File: config.mk
export PLATFORM = sky130hd
export DESIGN_NAME = mips_cpu_mem_ctrl
export DESIGN_NICKNAME = d
export VERILOG_FILES = /design/src/rtl/mips_cpu_pkg.sv /design/src/rtl/mips_cpu_mem_lanes.sv /design/src/rtl/mips_cpu_mem_ctrl.sv
export SDC_FILE = /design/constraint.sdc
export NUM_CORES = 1
export LEC_CHECK = 0
export ABC_AREA = 1
export CORE_MARGIN = 3
export CORE_UTILIZATION = 40
export DETAILED_ROUTE_END_ITERATION = 10
export GPL_TIMING_DRIVEN = 0
export PLACE_DENSITY = 0.73
export REMOVE_ABC_BUFFERS = 1
export SYNTH_ARGS = -nofsm -noshare
export SYNTH_HDL_FRONTEND = slang
export SYNTH_HIERARCHICAL = 1
export SYNTH_SLANG_ARGS = --single-unit
File: constraint.sdc
create_clock -name clk -period 3.9 [get_ports clk]
set_input_delay 0.975 -clock clk [delete_from_list [all_inputs] [get_ports clk]]
set_output_delay 0.975 -clock clk [all_outputs]
set_load 0.01 [all_outputs]
File: src/rtl/mips_cpu_pkg.sv
// mips_cpu_pkg: shared types and constants for the CPU memory controller.
package mips_cpu_pkg;
  typedef enum logic [1:0] {SZ_BYTE = 2'b00, SZ_HALF = 2'b01, SZ_WORD = 2'b10, SZ_RSVD = 2'b11} memSize_t;
  typedef enum logic [1:0] {S_IDLE, S_REQ, S_RDATA} ctrlState_t;
  localparam logic [31:0] WORD_ADDR_MASK = 32'hFFFF_FFFC;
endpackage

File: src/rtl/mips_cpu_mem_lanes.sv
// mips_cpu_mem_lanes: byte-lane steering for requests and read-data extraction.
module mips_cpu_mem_lanes
  import mips_cpu_pkg::*;
(
  input  logic [1:0]  reqSize,
  input  logic [1:0]  reqOff,
  input  logic [31:0] reqWdata,
  output logic        misaligned,
  output logic [1:0]  alignedOff,
  output logic [3:0]  byteEn,
  output logic [31:0] wdataRep,
  input  logic [1:0]  rdSize,
  input  logic [1:0]  rdOff,
  input  logic        rdSigned,
  input  logic [31:0] rdata,
  output logic [31:0] rdataExt
);
  logic [31:0] shifted;
  always_comb begin
    misaligned = (reqSize == SZ_RSVD) || (reqSize == SZ_HALF && reqOff[0]) || (reqSize == SZ_WORD && reqOff != 2'b00);
    // forcing alignment here keeps lane selection correct when misalignment is tolerated
    alignedOff = reqSize == SZ_WORD ? 2'b00 : reqSize == SZ_HALF ? {reqOff[1], 1'b0} : reqOff;
    byteEn = reqSize == SZ_BYTE ? 4'b0001 << alignedOff : reqSize == SZ_HALF ? 4'b0011 << alignedOff : 4'b1111;
    wdataRep = reqSize == SZ_BYTE ? {4{reqWdata[7:0]}} : reqSize == SZ_HALF ? {2{reqWdata[15:0]}} : reqWdata;
    shifted = rdata >> {rdOff, 3'b000};
    rdataExt = rdSize == SZ_BYTE ? {{24{rdSigned & shifted[7]}}, shifted[7:0]} :
               rdSize == SZ_HALF ? {{16{rdSigned & shifted[15]}}, shifted[15:0]} : rdata;
  end
endmodule

File: src/rtl/mips_cpu_mem_ctrl.sv
// mips_cpu_mem_ctrl: Avalon-MM master serving one CPU fetch/load/store at a time.
module mips_cpu_mem_ctrl
  import mips_cpu_pkg::*;
#(
  parameter bit ERR_ON_MISALIGN = 1'b1
) (
  input  logic        clk,
  input  logic        reset,
  input  logic        req_valid,
  output logic        req_ready,
  input  logic        req_write,
  input  logic [1:0]  req_size,
  input  logic        req_signed,
  input  logic [31:0] req_addr,
  input  logic [31:0] req_wdata,
  output logic        resp_valid,
  output logic [31:0] resp_rdata,
  output logic        resp_err,
  output logic [31:0] address,
  output logic        read,
  output logic        write,
  input  logic        waitrequest,
  output logic [31:0] writedata,
  output logic [3:0]  byteenable,
  input  logic [31:0] readdata
);
  ctrlState_t state;
  logic [1:0] sizeQ, offQ;
  logic signedQ, writeQ, misaligned, reqErr;
  logic [1:0] alignedOff;
  logic [3:0] byteEn;
  logic [31:0] wdataRep, rdataExt;
  mips_cpu_mem_lanes lanes (
    .reqSize(req_size), .reqOff(req_addr[1:0]), .reqWdata(req_wdata),
    .misaligned(misaligned), .alignedOff(alignedOff), .byteEn(byteEn), .wdataRep(wdataRep),
    .rdSize(sizeQ), .rdOff(offQ), .rdSigned(signedQ), .rdata(readdata), .rdataExt(rdataExt)
  );
  assign req_ready = state == S_IDLE;
  // reserved size can never be serviced, so it errors even when misalignment is tolerated
  assign reqErr = misaligned && (ERR_ON_MISALIGN || req_size == SZ_RSVD);
  always_ff @(posedge clk)
    if (!reset) begin
      state <= S_IDLE;
      read <= 1'b0;
      write <= 1'b0;
      resp_valid <= 1'b0;
      resp_err <= 1'b0;
      resp_rdata <= '0;
      address <= '0;
      writedata <= '0;
      byteenable <= '0;
      sizeQ <= '0;
      offQ <= '0;
      signedQ <= 1'b0;
      writeQ <= 1'b0;
    end else begin
      resp_valid <= 1'b0;
      case (state)
        S_IDLE:
          if (req_valid) begin
            sizeQ <= req_size;
            offQ <= alignedOff;
            signedQ <= req_signed;
            writeQ <= req_write;
            if (reqErr) begin
              resp_valid <= 1'b1;
              resp_err <= 1'b1;
              resp_rdata <= '0;
            end else begin
              address <= req_addr & WORD_ADDR_MASK;
              byteenable <= byteEn;
              writedata <= wdataRep;
              read <= !req_write;
              write <= req_write;
              state <= S_REQ;
            end
          end
        S_REQ:
          if (!waitrequest) begin
            read <= 1'b0;
            write <= 1'b0;
            if (writeQ) begin
              resp_valid <= 1'b1;
              resp_err <= 1'b0;
              resp_rdata <= '0;
              state <= S_IDLE;
            end else state <= S_RDATA;
          end
        S_RDATA: begin
          resp_rdata <= rdataExt;
          resp_valid <= 1'b1;
          resp_err <= 1'b0;
          state <= S_IDLE;
        end
        default: state <= S_IDLE;
      endcase
    end
endmodule

=== Word level (Yosys, flattened, before mapping) ===
Index checks and enable logic that the tools add are counted.

* Register bits: 110
* Input port bits: 104

* Eq/ne operators: 11
* Shift operators: 3
* Multiplexer cells: 35
* Bitwise logic cells: 3
* Reductions and logical operators: 16

{| class="wikitable"
|+ Operators by type and width
! operator !! count
|-
| $mux W32 || 8
|-
| $pmux W32 S3 || 1
|-
| $shr A32 B5 Y16 || 1
|-
| $mux W1 || 14
|-
| $mux W2 || 5
|-
| $mux W4 || 2
|-
| $ne A2 B2 Y1 const B || 4
|-
| $eq A2 B1 Y1 const B || 3
|-
| $eq A2 B2 Y1 const B || 3
|-
| $logic_not A2 Y1 || 3
|-
| $pmux W1 S3 || 2
|-
| $reduce_and A3 Y1 || 2
|-
| $reduce_and A5 Y1 || 1
|-
| $pmux W1 S2 || 2
|-
| $pmux W2 S2 || 1
|-
| $reduce_and A4 Y1 || 1
|-
| $reduce_bool A2 Y1 || 2
|-
| $shl A1 B2 Y4 const A || 1
|-
| $shl A2 B2 Y4 const A || 1
|-
| $reduce_bool A3 Y1 || 1
|-
| $and A1 B1 Y1 || 2
|-
| $logic_and A1 B1 Y1 || 2
|-
| $logic_or A1 B1 Y1 || 2
|-
| $ne A2 B1 Y1 const B || 1
|-
| 3 further kinds || 3
|}

=== Logic depth before layout (Yosys ltp) ===
* Depth after elaboration: 7
* Mapped depth: 12
* Gate-level depth less buffers: 11

=== Modules after synthesis ===
The synthesis kept the hierarchy.

{| class="wikitable"
|+ By module, submodules not included
! module !! times used !! cells an instance !! area an instance (um^2) !! seq. area each (um^2)
|-
| mips_cpu_mem_ctrl || 1 || 587 || 4415.5 || 2202.1
|-
| mips_cpu_mem_lanes || 1 || 277 || 1308.8 || 0.0
|}

=== Worst setup path after synthesis ===
OpenSTA, ideal clock, no wires.

* Path type: input port to flip-flop
* Start point: input port req_size[1]
* End point: register resp_rdata[10]
* Library setup time: 0.113 ns
* Data arrival time: 2.282 ns
* Path slack: 1.506 ns
* Cell stages on the path: 12
* Cells stage by stage: buf_2 clkbuf_1 o21ai_0 nand2_1 inv_2 nand2_1 inv_1 nor2_4 buf_2 nand3_1 nand2_1 nor2_1

* Longest elaborated chain between the ends: 6
* Elaborated cells on any way between the ends: 9
* Classes of those cells: eq/ne (4); reduce/logical (5)

{| class="wikitable"
|+ Ends and longest elaborated chain
! item !! line !! text
|-
| from (decl) || mips_cpu_mem_ctrl.sv:12 || <nowiki>input logic [1:0] req_size,</nowiki>
|-
| $eq A2 B1 Y1 || mips_cpu_mem_lanes.sv:20 || <nowiki>misaligned = (reqSize == SZ_RSVD) || (reqSize == SZ_HALF && reqOff[0]) || (reqSize == SZ_WORD && reqOff != 2'b ...</nowiki>
|-
| $logic_and A1 B1 Y1 || mips_cpu_mem_lanes.sv:20 ||
|-
| $logic_or A1 B1 Y1 || mips_cpu_mem_lanes.sv:20 ||
|-
| $logic_or A1 B1 Y1 * || mips_cpu_mem_lanes.sv:20 ||
|-
| named net misaligned || mips_cpu_mem_ctrl.sv:29 || <nowiki>logic signedQ, writeQ, misaligned, reqErr;</nowiki>
|-
| $ne A2 B1 Y1 (no line) * || -- ||
|-
| $reduce_and A5 Y1 (no line) * || -- ||
|-
| to (signal assigned) || mips_cpu_mem_ctrl.sv:90 || <nowiki>resp_rdata <= rdataExt;</nowiki>
|-
| to (decl) || mips_cpu_mem_ctrl.sv:17 || <nowiki>output logic [31:0] resp_rdata,</nowiki>
|}

The timed path passes the listed nets; every way through them passes the cells marked *.
A chain may end at the register's enable or synchronous reset.

=== Worst setup path after layout ===
* Start point: input port req_size[1]
* End point: register byteenable[2]

* Longest elaborated chain between the ends: 6
* Elaborated cells on any way between the ends: 16
* Classes of those cells: eq/ne (3); shift (2); mux (4); bitwise (1); reduce/logical (6)

{| class="wikitable"
|+ Ends and longest elaborated chain
! item !! line !! text
|-
| $eq A2 B1 Y1 || mips_cpu_mem_lanes.sv:22, mips_cpu_mem_lanes.sv:23 ||
|-
| $mux W1 || mips_cpu_mem_lanes.sv:22 || <nowiki>alignedOff = reqSize == SZ_WORD ? 2'b00 : reqSize == SZ_HALF ? {reqOff[1], 1'b0} : reqOff;</nowiki>
|-
| $mux W2 || mips_cpu_mem_lanes.sv:22 ||
|-
| $shl A2 B2 Y4 || mips_cpu_mem_lanes.sv:23 || <nowiki>byteEn = reqSize == SZ_BYTE ? 4'b0001 << alignedOff : reqSize == SZ_HALF ? 4'b0011 << alignedOff : 4'b1111;</nowiki>
|-
| $mux W4 || mips_cpu_mem_lanes.sv:23 ||
|-
| $mux W4 * || mips_cpu_mem_lanes.sv:23 ||
|-
| named net byteEn[2] || mips_cpu_mem_ctrl.sv:31 || <nowiki>logic [3:0] byteEn;</nowiki>
|-
| to (signal assigned) || mips_cpu_mem_ctrl.sv:71 || <nowiki>byteenable <= byteEn;</nowiki>
|-
| to (decl) || mips_cpu_mem_ctrl.sv:24 || <nowiki>output logic [3:0] byteenable,</nowiki>
|}

Marked as above.

==> summary.txt <==
Floorplan
  – Starting Density: 41.08%
  – Die width: 125.6 um
  – Die Span Y: 125.6 um
  – Full die area: 0.01578 mm2
  – Ports: 209
  – Number of standard-cell rows in the floorplan: 43
  – Area inside the core boundary: 0.01393 mm2

Synthesis
  – Portion of the post-synthesis area used by sequential elements: 38.47%
  – Main flop type after synthesis: sky130_fd_sc_hd__dfxtp_1
  – Distinct cells, synth: 26
  – Synth top area share: 38.47%
  – Number of instances in the synthesized netlist: 864
  – Number of flops mapped to enable cells by yosys: 0
  – Cell taking the most area after synthesis: sky130_fd_sc_hd__dfxtp_1
  – Cell area after synthesis: 0.005724 mm2
  – Syn. warnings: 6
  – FF+latch count, synth: 110
  – Biggest area contributors in the synthesized netlist: sky130_fd_sc_hd__dfxtp_1 38%, sky130_fd_sc_hd__nand2_1 13%, sky130_fd_sc_hd__o21ai_0 8.0%
  – Ys async rst share: 0%
  – Post-synthesis average cell area: 6.625 um2

CTS
  – Clock buffers created by TritonCTS: 9
  – Count of hold-fix buffers inserted at cts: 0
  – Post-CTS Resized: 0
  – Sink count of the clock tree: 110
  – CTS H-tree lvls: 3
  – Root Driver: sky130_fd_sc_hd__clkbuf_16
  – Clock transition at path regs: 0.07 ns
  – Clock latency reported for the late side of the worst-skew pair: 0.36 ns
  – Post-CTS setup-driven buffer insertion count: 0
  – TritonCTS clock tree: done
  – CTS Buffer Depth: 2

STA
  – Worst relative slew slack: 21.41%
  – Slew at the pin closest to its max-slew limit: 1.179 ns
  – Max Freq: 0.2841 GHz
  – Setup repair after global routing missed its margin: false
  – Largest clock skew in the final design: 0.005111 ns
  – Fraction of the cycle the final worst path needs: 90.26%
  – Final max-slew violation count: 0
  – Fin crit period: 3.520 ns
  – Final setup violating endpoints: 0
  – Endpoints failing hold: 0

Finish
  – Top library cells by usage in the layout, fill and taps aside: 205 x sky130_fd_sc_hd__clkdlybuf4s50_1, 201 x sky130_fd_sc_hd__nand2_1, 110 x sky130_fd_sc_hd__dfxtp_1
  – Area added between synthesis and finish: 39.30%
  – Most common library cell in the layout ignoring fill and taps: sky130_fd_sc_hd__clkdlybuf4s50_1
  – Fin area: 0.007974 mm2
  – Net count reported at finish: 1130
  – Final cell count without fillers: 1202
  – Diodes inserted: 0
  – Layout cells sized above 1: 3.425%

Placed design
  – Placed cell count: 1186
  – Area after DPL: 0.007630 mm2
  – Port Buf Inserts: 206
  – Routability congestion estimate: 0.8072
  – HPWL after DPL: 10920 um

Global routing
  – Initial antenna violation count: 0
  – Total overflow reported by the global router: 0
  – First-pass GRT wire length: 25990 um
  – Number of global-route vias before repair: 5126
  – Combined global-route utilization of all metal layers: 19.77%
  – Maximum number of pins on one net before global-route repair: 85

Drt
  – Post-detailed-routing wire length: 15730 um
  – Iter 0 DRT Violations: 363
  – Number of vias per cell after detailed routing: 4.834
  – Iteration count of the initial detailed-routing pass: 5
  – Routed wire per std cell: 13.08 um
  – Number of antenna-violating nets in the routed design: 0
  – Number of DRC violations after detailed routing: 0
  – DR vias: 5811

Power and ir drop
  – Ratio of total power to cell area: 645.0 mW/mm2
  – Overall power of the completed layout: 5.143 mW
  – VDD IR max: 0.3014 mV
  – Leakage component of the power: 3.337 nW

Worst hold path
  – Path type of the worst min-delay path: reg2reg

Worst setup path
  – Endpoint required time on the critical path: 4.13 ns
  – Data arrival time of the critical path: 3.75 ns
  – Critical Path Sink Type: register
  – Kind of start point of the critical path: input port
  – Critical path class: in2reg
  – Critical path fanouts, max: 26

Run status
  – Outcome: finished, final reports clean

Run
  – Max-capacitance violation count: 0
==> state kept, by name (all words and copies together), names as in the netlist <==
name and count:
address 30, writeQ 1, sizeQ 2, state 2, writedata 32, resp_rdata 32
read 1, resp_valid 1, write 1, resp_err 1, signedQ 1, byteenable 4
offQ 2
==> final timing paths <==
path	startpoint	to	slack (ns)	cells after the start
setup / recovery	req_size[1]	byteenable[2]	0.38	9
hold / removal	writedata[19]	writedata[19]	0.44	2
hold reg to reg	writedata[19]	writedata[19]	0.44	2
setup reg to reg	offQ[0]	resp_rdata[29]	1.40	11
==> final cells by class <==
type | count | area [um2]
fill | 1321 | 5961
timing repair buffer | 208 | 2115
tap | 180 | 225.2
inverter | 100 | 375.4
clock buffer | 10 | 239.0
clock inverter | 6 | 100.1
sequential | 110 | 2202
multi-input combinational | 588 | 2718
==> layer usage <==
metal	global-route usage [%]	vias to the layer above	part of all wire, %
met3	6.616	23	8.7
met1	26.45	2551	45
li1	-	3039	-
met5	0	-	0
met2	30.52	198	44
met4	5.676	0	2.0
==> report_power, final <==
| group | total, mW | leakage [nW] | internal [mW] | switching (mW) |
|---|---|---|---|---|
| combinational | 2.41 | 2.27 | 1.10 | 1.31 |
| clock | 1.05 | 0.168 | 0.595 | 0.460 |
| sequential | 1.68 | 0.903 | 1.46 | 0.222 |
| total | 5.14 | 3.34 | 3.15 | 1.99 |
==> cell families after synthesis <==
kind of cell / Yosys count / share of synthesized area [%]
fa+ha+maj: 9 / 1.967
buf+inv: 167 / 14.47
simple gates: 392 / 28.48
other cells: 1 / 0.06551
flops: 110 / 38.47
compound gates: 185 / 16.55
==> Yosys cell counts (4+ instances only) <==
library cell               count
sky130_fd_sc_hd__nand3_1      83
sky130_fd_sc_hd__o21ai_0      92
sky130_fd_sc_hd__ha_1          9
sky130_fd_sc_hd__buf_2        14
sky130_fd_sc_hd__inv_2         4
sky130_fd_sc_hd__o21ai_1       5
sky130_fd_sc_hd__buf_6        18
sky130_fd_sc_hd__inv_1        96
sky130_fd_sc_hd__o211ai_1      7
sky130_fd_sc_hd__clkbuf_1     19
sky130_fd_sc_hd__dfxtp_1     110
sky130_fd_sc_hd__a21oi_1      80
sky130_fd_sc_hd__buf_4        13
sky130_fd_sc_hd__nand2_1     201
sky130_fd_sc_hd__nor2_1       95
==> stage by stage <==
step / setup TNS (ns) / setup slack, ns / hold slack (ns) / utilization (%)
after detailed placement: -6.364 / -0.2224 / 0.4357 / 54.75
final: 0 / 0.3797 / 0.4432 / 57.22
after floorplan: 0 / 0.7980 / 0.4671 / -
after CTS: 0 / 0.1597 / 0.4464 / 57.19
after global placement: -97.93 / -1.239 / 0.4305 / 54.27
after global routing: 0 / 0.1118 / 0.4636 / 57.22
==> critical path, stage by stage <==
cell and delay, ns:
sky130_fd_sc_hd__clkdlybuf4s50_1 1.11, sky130_fd_sc_hd__inv_2 0.28, sky130_fd_sc_hd__nand2_1 0.40, sky130_fd_sc_hd__nand3_1 0.21, sky130_fd_sc_hd__ha_1 0.33, sky130_fd_sc_hd__a21oi_1 0.13, sky130_fd_sc_hd__nand2_1 0.07, sky130_fd_sc_hd__o21ai_0 0.17
sky130_fd_sc_hd__a21oi_1 0.06
Note: power is estimated with default switching activity, not from simulation.
